**src/rtl/vp_decode_pkg.sv**
```systemverilog
// Shared decode definitions: instruction field positions, opcode map,
// control bundle layout and the opcode-to-control decode function.
package vp_decode_pkg;

    localparam int INSTR_W  = 21;
    localparam int TYPE_BIT = 20;
    localparam int OPC_HI   = 19;
    localparam int OPC_LO   = 16;
    localparam int DEST_HI  = 15;
    localparam int DEST_LO  = 12;
    localparam int SRC1_HI  = 11;
    localparam int SRC1_LO  = 8;
    localparam int SRC2_HI  = 7;
    localparam int SRC2_LO  = 4;
    localparam int IMM_HI   = 7;
    localparam int IMM_LO   = 0;

    typedef enum logic [3:0] {
        OP_NOP   = 4'h0,
        OP_RR1   = 4'h1,
        OP_RR2   = 4'h2,
        OP_RR3   = 4'h3,
        OP_RR4   = 4'h4,
        OP_RR5   = 4'h5,
        OP_RR6   = 4'h6,
        OP_RR7   = 4'h7,
        OP_IMM8  = 4'h8,
        OP_IMM9  = 4'h9,
        OP_LOAD  = 4'hA,
        OP_STORE = 4'hB,
        OP_ILLC  = 4'hC,
        OP_ILLD  = 4'hD,
        OP_ILLE  = 4'hE,
        OP_ILLF  = 4'hF
    } opcode_e;

    typedef struct packed {
        logic [4:0] alu_op;
        logic       mem_rd;
        logic       mem_wr;
        logic       wb_en;
        logic       uses_imm;
    } ctrl_t;

    // Opcodes 0xC-0xF have no defined behaviour and travel as bubbles with a flag.
    function automatic logic is_illegal_op(input logic [3:0] opc);
        return (opc >= 4'hC);
    endfunction

    // Map an opcode onto its exec/mem/wb control bundle; illegal and NOP give all zero.
    function automatic ctrl_t decode_ctrl(input logic [3:0] opc);
        ctrl_t c;
        c = '0;
        case (opc)
            OP_RR1, OP_RR2, OP_RR3, OP_RR4, OP_RR5, OP_RR6, OP_RR7: begin
                c.alu_op = {1'b0, opc};
                c.wb_en  = 1'b1;
            end
            OP_IMM8, OP_IMM9: begin
                c.alu_op   = {1'b0, opc};
                c.wb_en    = 1'b1;
                c.uses_imm = 1'b1;
            end
            OP_LOAD: begin
                c.mem_rd = 1'b1;
                c.wb_en  = 1'b1;
            end
            OP_STORE: begin
                c.mem_wr = 1'b1;
            end
            default: c = '0;
        endcase
        return c;
    endfunction

endpackage

```
**src/rtl/dec_scoreboard.sv**
```systemverilog
// Pending-write scoreboard: one bit per register per bank (scalar, vector).
// A bit is set when a writer leaves decode and cleared when it retires.
module dec_scoreboard
    import vp_decode_pkg::*;
#(
    parameter  int NREGS = 16,
    localparam int RW    = $clog2(NREGS)
) (
    input  logic          clk,
    input  logic          rst_n,
    input  logic          set_en,
    input  logic          set_type,
    input  logic [RW-1:0] set_addr,
    input  logic          clr_en,
    input  logic          clr_type,
    input  logic [RW-1:0] clr_addr,
    input  logic          lu_type,
    input  logic [RW-1:0] lu_addr1,
    input  logic [RW-1:0] lu_addr2,
    input  logic [RW-1:0] lu_addr3,
    output logic          lu_hit1,
    output logic          lu_hit2,
    output logic          lu_hit3
);

    logic [1:0][NREGS-1:0] pending;

    // Update pending bits; the set is written last so it overrides a same-bit clear.
    always_ff @(posedge clk or negedge rst_n) begin
        if (!rst_n) begin
            pending <= '0;
        end else begin
            if (clr_en) pending[clr_type][clr_addr] <= 1'b0;
            if (set_en) pending[set_type][set_addr] <= 1'b1;
        end
    end

    assign lu_hit1 = pending[lu_type][lu_addr1];
    assign lu_hit2 = pending[lu_type][lu_addr2];
    assign lu_hit3 = pending[lu_type][lu_addr3];

endmodule

```
**src/rtl/decode_stage_hs.sv**
```systemverilog
// Decode stage with valid/ready handshake: reads operands from the scalar or
// vector bank, decodes control, stalls on RAW/WAW hazards and holds one
// decoded instruction in a registered output stage.
module decode_stage_hs
    import vp_decode_pkg::*;
#(
    parameter  int ELEM_W = 8,
    parameter  int LANES  = 24,
    parameter  int NREGS  = 16,
    localparam int VW     = LANES * ELEM_W,
    localparam int RW     = $clog2(NREGS)
) (
    input  logic               clk,
    input  logic               rst_n,
    input  logic               in_valid,
    output logic               in_ready,
    input  logic [INSTR_W-1:0] in_instr,
    input  logic               flush,
    output logic [RW-1:0]      rf_raddr1,
    output logic [RW-1:0]      rf_raddr2,
    input  logic [ELEM_W-1:0]  rf_s_rdata1,
    input  logic [ELEM_W-1:0]  rf_s_rdata2,
    input  logic [VW-1:0]      rf_v_rdata1,
    input  logic [VW-1:0]      rf_v_rdata2,
    input  logic               wb_valid,
    input  logic               wb_type,
    input  logic [RW-1:0]      wb_addr,
    output logic               out_valid,
    input  logic               out_ready,
    output ctrl_t              out_ctrl,
    output logic [ELEM_W-1:0]  out_imm,
    output logic [ELEM_W-1:0]  out_r1e,
    output logic [ELEM_W-1:0]  out_r2e,
    output logic [VW-1:0]      out_r1v,
    output logic [VW-1:0]      out_r2v,
    output logic [RW-1:0]      out_dest,
    output logic               out_dest_type,
    output logic               out_illegal
);

    logic          in_type;
    logic [3:0]    in_opc;
    logic [RW-1:0] in_dest;
    logic [RW-1:0] in_src1;
    logic [RW-1:0] in_src2;
    ctrl_t         in_ctrl;
    logic          in_ill;
    logic          active;
    logic          pend1, pend2, pend3;
    logic          held1, held2, held3;
    logic          hazard;
    logic          accept;
    logic          xfer;

    assign in_type = in_instr[TYPE_BIT];
    assign in_opc  = in_instr[OPC_HI:OPC_LO];
    assign in_dest = in_instr[DEST_HI:DEST_LO];
    assign in_src1 = in_instr[SRC1_HI:SRC1_LO];
    assign in_src2 = in_instr[SRC2_HI:SRC2_LO];
    assign in_ctrl = decode_ctrl(in_opc);
    assign in_ill  = is_illegal_op(in_opc);

    assign rf_raddr1 = in_src1;
    assign rf_raddr2 = in_src2;

    dec_scoreboard #(.NREGS(NREGS)) u_scoreboard (
        .clk      (clk),
        .rst_n    (rst_n),
        .set_en   (xfer && out_ctrl.wb_en),
        .set_type (out_dest_type),
        .set_addr (out_dest),
        .clr_en   (wb_valid),
        .clr_type (wb_type),
        .clr_addr (wb_addr),
        .lu_type  (in_type),
        .lu_addr1 (in_src1),
        .lu_addr2 (in_src2),
        .lu_addr3 (in_dest),
        .lu_hit1  (pend1),
        .lu_hit2  (pend2),
        .lu_hit3  (pend3)
    );

    // A held writer has not reached the scoreboard yet, so match it directly.
    assign held1 = out_valid && out_ctrl.wb_en && (out_dest_type == in_type) && (out_dest == in_src1);
    assign held2 = out_valid && out_ctrl.wb_en && (out_dest_type == in_type) && (out_dest == in_src2);
    assign held3 = out_valid && out_ctrl.wb_en && (out_dest_type == in_type) && (out_dest == in_dest);

    // NOP and illegal opcodes read nothing, so they can never stall.
    assign active = in_valid && (in_opc != OP_NOP) && !in_ill;
    assign hazard = active && ((pend1 || held1) ||
                               (!in_ctrl.uses_imm && (pend2 || held2)) ||
                               (in_ctrl.wb_en && (pend3 || held3)));

    assign in_ready = rst_n && !flush && !hazard && (!out_valid || out_ready);
    assign accept   = in_valid && in_ready;
    assign xfer     = out_valid && out_ready;

    // Output stage: load on accept, otherwise drain on transfer or flush.
    always_ff @(posedge clk or negedge rst_n) begin
        if (!rst_n) begin
            out_valid     <= 1'b0;
            out_ctrl      <= '0;
            out_imm       <= '0;
            out_r1e       <= '0;
            out_r2e       <= '0;
            out_r1v       <= '0;
            out_r2v       <= '0;
            out_dest      <= '0;
            out_dest_type <= 1'b0;
            out_illegal   <= 1'b0;
        end else if (accept) begin
            out_valid     <= 1'b1;
            out_ctrl      <= in_ctrl;
            out_imm       <= ELEM_W'(in_instr[IMM_HI:IMM_LO]);
            out_dest      <= in_dest;
            out_dest_type <= in_type;
            out_illegal   <= in_ill;
            if (in_type) begin
                out_r1e <= '0;
                out_r2e <= '0;
                out_r1v <= rf_v_rdata1;
                out_r2v <= rf_v_rdata2;
            end else begin
                out_r1e <= rf_s_rdata1;
                out_r2e <= rf_s_rdata2;
                out_r1v <= '0;
                out_r2v <= '0;
            end
        end else if (xfer || flush) begin
            out_valid <= 1'b0;
        end
    end

endmodule

```
**config.mk**
```make
export PLATFORM = sky130hd
export DESIGN_NAME = decode_stage_hs
export DESIGN_NICKNAME = d
export VERILOG_FILES = /design/src/rtl/vp_decode_pkg.sv /design/src/rtl/dec_scoreboard.sv /design/src/rtl/decode_stage_hs.sv
export SDC_FILE = /design/constraint.sdc
export NUM_CORES = 1
export LEC_CHECK = 0
export BUFFER_PORTS_ARGS = -buffer_cell sky130_fd_sc_hd__buf_2
export CAP_MARGIN = 20
export CORE_AREA = 2 2 333 335
export CTS_CLUSTER_SIZE = 28
export DETAILED_ROUTE_END_ITERATION = 8
export DIE_AREA = 0 0 335 337
export GPL_TIMING_DRIVEN = 0
export PLACE_DENSITY = 0.43
export SYNTH_ARGS = -nofsm -noshare
export SYNTH_HDL_FRONTEND = slang
export SYNTH_SLANG_ARGS = --single-unit
```
**constraint.sdc**
```tcl
create_clock -name clk -period 4.1 [get_ports clk]
set_input_delay 1.025 -clock clk [delete_from_list [all_inputs] [get_ports clk]]
set_output_delay 1.025 -clock clk [all_outputs]
set_load 0.05 [all_outputs]
```
# Word level (Yosys, flattened, before mapping)

Index checks and enable logic that the tools add are counted.

Flip-flop bits (word level): 456
Output and inout port bits: 433

Mux-type cells: 29
Reduce and logical (&&, ||, !) cells: 37
Equal/unequal tests: 15
$lt $le $gt $ge: 13
Bitwise logic cells: 3

Operators by type and width:

| operator                                                                             | count |
|---|---|
| 192-bit two-way mux                                                                  | 2 |
| 16-bit two-way mux                                                                   | 4 |
| 32-bit two-way mux                                                                   | 2 |
| 32-bit bitwise AND                                                                   | 1 |
| 16-bit demux with 1-bit select                                                       | 2 |
| 32-bit NOT                                                                           | 1 |
| 32-bit bitwise OR                                                                    | 1 |
| 4-bit by 5-bit less-than comparator with 1-bit output (second input constant)        | 5 |
| 1-bit logical AND                                                                    | 20 |
| 4-bit by 3-bit == test with 1-bit output (second input constant)                     | 4 |
| 4-bit == test (second input constant)                                                | 4 |
| 8-bit two-way mux                                                                    | 2 |
| 1-bit binary-select mux with 4-bit select                                            | 3 |
| 4-bit == test                                                                        | 3 |
| 1-bit two-way mux                                                                    | 11 |
| 10-bit OR reduction                                                                  | 1 |
| 9-bit OR reduction                                                                   | 1 |
| 1-bit demux with 4-bit select                                                        | 2 |
| 4-bit by 2-bit == test with 1-bit output (second input constant)                     | 2 |
| 4-bit by 1-bit greater-or-equal comparator with 1-bit output (second input constant) | 2 |
| 1-bit logical OR                                                                     | 7 |
| 1-bit by 2-bit less-than comparator with 1-bit output (second input constant)        | 3 |
| 1-bit zero test                                                                      | 5 |
| 4-bit by 1-bit == test with 1-bit output (second input constant)                     | 1 |
| 7 further kinds                                                                      | 8 |

# Logic depth before layout (Yosys ltp)

Depth after elaboration: 14
Depth in mapped cells: 13

# By module

Synthesis repeated with hierarchy kept, for this count alone.

Cells, all modules: 2,033
Area total of the unflattened synthesis: 20,898.8 µm²

By module, submodules not included:

| module          | seq. area each (µm²) | times used | cells an instance | area an instance (µm²) |
|---|---|---|---|---|
| decode_stage_hs | 10,585.2             | 1          | 1,783             | 18,662.9 |
| dec_scoreboard  | 800.8                | 1          | 250               | 2,235.9 |

# Worst setup path after synthesis

Ideal clock, no wire load.

Path kind: input to output
From: in in_instr[4]
To: out in_ready
Slack: 0.001 ns
Required time: 3.075 ns
Cell stages on the path: 7
Arrival: 3.074 ns
Cells stage by stage: buf_2 mux4_2 mux4_2 nand3b_1 o2111ai_1 nor3_1 o21a_1

Cells in the longest elaborated chain, start to end: 10
Elaborated cells on any way between the ends: 12
Classes of those cells: eq/ne (1); mux (2); reduce/logical (9)

Ends and longest elaborated chain:

| what                                                                                | RTL line                                    | RTL |
|---|---|---|
| start, declared                                                                     | decode_stage_hs.sv:17                       | `input logic [INSTR_W-1:0] in_instr,` |
| 1-bit binary-select mux with 4-bit select / 4-bit == test (equally long branches)   | dec_scoreboard.sv:39, decode_stage_hs.sv:86 |  |
| 1-bit two-way mux (implied by the code) / 1-bit logical AND (equally long branches) | dec_scoreboard.sv:39, decode_stage_hs.sv:86 |  |
| 1-bit logical OR *                                                                  | decode_stage_hs.sv:92                       | `(!in_ctrl.uses_imm && (pend2 \|\| held2)) \|\|` |
| 1-bit logical AND *                                                                 | decode_stage_hs.sv:92                       |  |
| 1-bit logical OR *                                                                  | decode_stage_hs.sv:91                       | `assign hazard = active && ((pend1 \|\| held1) \|\|` |
| 1-bit logical OR *                                                                  | decode_stage_hs.sv:92                       |  |
| 1-bit logical AND *                                                                 | decode_stage_hs.sv:91                       |  |
| 1-bit zero test *                                                                   | decode_stage_hs.sv:95                       | `assign in_ready = rst_n && !flush && !hazard && (!out_valid \|\| out_ready);` |
| 1-bit logical AND * (2 in a row)                                                    | decode_stage_hs.sv:95                       |  |
| end, declared                                                                       | decode_stage_hs.sv:16                       | `output logic in_ready,` |

Every way passes the cells marked *; elsewhere a longest branch is shown, timed or not. The select of a mux whose other input is x is not followed.

# Worst setup path in the final report

Ends and elaborated chain as after synthesis.

==> key figures <==
Cells and area
  – Ratio of cells with drive above 1 in the final layout: 48.71%
  – Nets: 3455
  – Storage element area: 11390 um2
  – Area of the multi-input gates: 9772 um2
  – Final core utilization: 28.01%
  – P&R area growth vs syn: 37.10%
  – Most common cell after layout, fill and taps aside: buf_2
  – Fillers: 11.98k
  – Highest-count cells in the layout ignoring fill and taps: buf_2, nand2_1, dfrtp_1
  – Final Instance Area: 30700 um2

STA
  – Worst Tran Pin Value: 1005 ps
  – RSZ-0062 raised after global routing: true
  – Minimum clock period: 4093 ps
  – Final slew viol count: 0
  – Setup-failing EPs final: 0
  – Slew headroom: 33.00%
  – Final Hold Fails: 0
  – Fmax: 244.3 MHz
  – Final hold slack: 342.0 ps
  – Tcrit/Tclk final: 99.83%
  – Worst setup margin: 6.873 ps
  – Worst Skew: 27.94 ps

Yosys
  – Post-synthesis sequential area ratio: 50.84%
  – Synth Register Bits: 455
  – Synthesized area per cell: 10.66 um2
  – Syn nets: 2533
  – Netlist cell types: 46
  – Commonest register cell after synthesis: dfrtp_1
  – Mapped Cells: 2101
  – Asr flop ratio synth: 100.0%
  – Post-synth EDFFs: 0
  – YS warnings: 0
  – Synthesized area: 22400 um2

CTS
  – CTS Buf Count: 58
  – CTS Hold Bufs: 0
  – Max H-tree Level: 2
  – Clock sinks: 455
  – Reg clk slew, reported paths: 60 ps
  – Clk root buf: clkbuf_16
  – Clk_lat worst skew: 640 ps
  – Post-CTS Setup Bufs: 0
  – TritonCTS clock tree: built
  – Clock Tree Buf Depth: 3

Detailed routing
  – Via density per instance: 4.422
  – Drt pass-1 iters: 5
  – DR vias: 19.93k
  – WL per Instance: 22.87 um
  – Initial DRC count: 928
  – DRT Wirelength: 103100 um
  – Drt drc: 0
  – Post-route ant nets: 0

Min path
  – Worst hold path class: primary input to async pin

Placed design
  – PortBufs: 856
  – Placed Area: 28620 um2
  – Dpl ws: -820.3 ps
  – Placer Congestion: 0.7920
  – Placed wire-length estimate: 79400 um

Power
  – Pwr Density: 582.2 nW/um2
  – Combinational fraction of design power: 37.0%
  – Total power: 17.88 mW
  – Seq pwr share: 32.5%
  – Clock share of power: 30.5%
  – Pleak: 15.17 nW
  – VDD IR max: 308.3 uV
  – P_int: 10.32 mW
  – Net Sw Power: 7.555 mW
  – Sw Ratio: 42.26%

Run
  – Max Cap Viol: 0

Die
  – Total core area: 109600 um2
  – Die span in x: 335 um
  – Initial Utilization: 20.43%
  – I/O Pins: 865
  – Die ar.: 112900 um2
  – Die height: 337 um
  – Row cnt: 122

Critical path
  – Start point of the critical path: in_instr[4]
  – Cells on worst reg2reg path: 9
  – CP endpoint: in_ready
  – R2r startpoint: u_scoreboard.pending[15]
  – CP endpoint kind: primary output
  – WP data arrival: 3070 ps
  – Worst setup SP type: primary input
  – R2r setup slk: 400 ps
  – RR Endpoint: out_r1e[4]
  – Crit path required time: 3070 ps
  – Setup CP Type: primary input to primary output
  – Crit-path max FO: 9

Global route
  – Wire length of the first global-routing pass: 145400 um
  – Number of global-route vias before repair: 20.70k
  – Initial antenna violation count: 37
  – Gr usage total: 17.39%
  – Largest net degree at the start of global routing: 105
  – Congestion Overflow GR: 0

Status
  – Outcome: finished, final reports clean
## cells in the mapped netlist (all sizes together) (4+ instances only)
library cell / number / area (um2)
mux2i: 12 / 120.1
nand3b: 7 / 52.55
nand2: 807 / 3029
inv: 18 / 67.56
nand3: 15 / 75.07
nand2b: 5 / 31.28
buf: 105 / 818.3
clkbuf: 100 / 375.4
mux2: 16 / 180.2
nor2b: 4 / 25.02
mux4: 21 / 473.0
dfrtp: 455 / 11390
xor2: 12 / 105.1
o32ai: 16 / 252.7
nor2: 11 / 41.29
o21ai: 76 / 380.4
o22ai: 384 / 4711
## routing by layer
metal | share of wire, % | global-route usage [%] | vias up
met5 | 0.049 | 0 | -
met3 | 7.8 | 5.487 | 155
met2 | 50 | 30.11 | 714
met4 | 2.7 | 5.066 | 10
li1 | - | - | 9131
met1 | 39 | 20.54 | 9918
## flip-flops by register name (all words and copies together) (netlist names)
| register | count |
|---|---|
| out_r1v | 192 |
| out_r2v | 192 |
| u_scoreboard.pending | 32 |
| out_ctrl | 8 |
| out_imm | 8 |
| out_r1e | 8 |
| out_r2e | 8 |
| out_dest | 4 |
| out_dest_type | 1 |
| out_illegal | 1 |
| out_valid | 1 |
## power groups by stage
stage / logic (mW) / registers, mW / clock network (mW)
after floorplan: 1.87 / 8.64 / 0
after global placement: 6.64 / 5.89 / 0
after detailed placement: 6.67 / 5.89 / 0
after CTS: 6.68 / 5.82 / 5.62
after global routing: 6.97 / 5.92 / 5.79
final: 6.62 / 5.82 / 5.45
## cell type report
type	count	share of cell area [%]
antenna	12	0.09780
buffer	205	3.969
clock buffer	79	5.408
clock inverter	27	1.092
inverter	18	0.2201
multi-input combinational	1423	31.83
sequential	455	37.08
tap	1426	5.811
timing repair buffer	862	14.49
## metrics by stage
stage                     cells  TNS (ps)
after floorplan            2101         0
after global routing       4505    -85.19
after global placement     4383  -7523660
after detailed placement   4389   -206710
final                      4507         0
after CTS                  4495    -5.937
## logic make-up (layout without fill, tap and decap cells)
group | count (synthesis) | count (layout) | share of synthesized area [%]
other | 1 | 13 | 0.01674
AOI/OAI and AO/OA | 492 | 492 | 24.44
and+or+nand+nor | 868 | 868 | 15.11
DFF | 455 | 455 | 50.84
xor gates and xnor gates | 13 | 13 | 0.5084
buffers and inverters | 223 | 1191 | 5.632
muxes | 49 | 49 | 3.453
## critical path, cell delays in order
cell	delay, ps
buf_6	150
mux4_2	510
mux4_2	500
nand3b_1	100
o2111ai_1	180
nor3_2	250
o21a_1	180
buf_6	160
## how the worst min path moves through the flow
stage	end	slack (ps)	cells after the start
after floorplan	u_scoreboard.pending[26]	500	2
after global placement	out_ctrl[0]	480	1
after detailed placement	out_imm[2]	490	1
after CTS	out_r1v[132]	320	1
after global routing	out_r1v[132]	350	1
final	out_r1v[132]	340	1
## timing repair
item                                    in CTS  in global routing
pin swaps                                    1                  0
hold endpoints to repair                     0                  0
resized for setup                           13                  6
endpoints found under the setup margin      22                  1
Note: power is estimated with default switching activity, not from simulation.
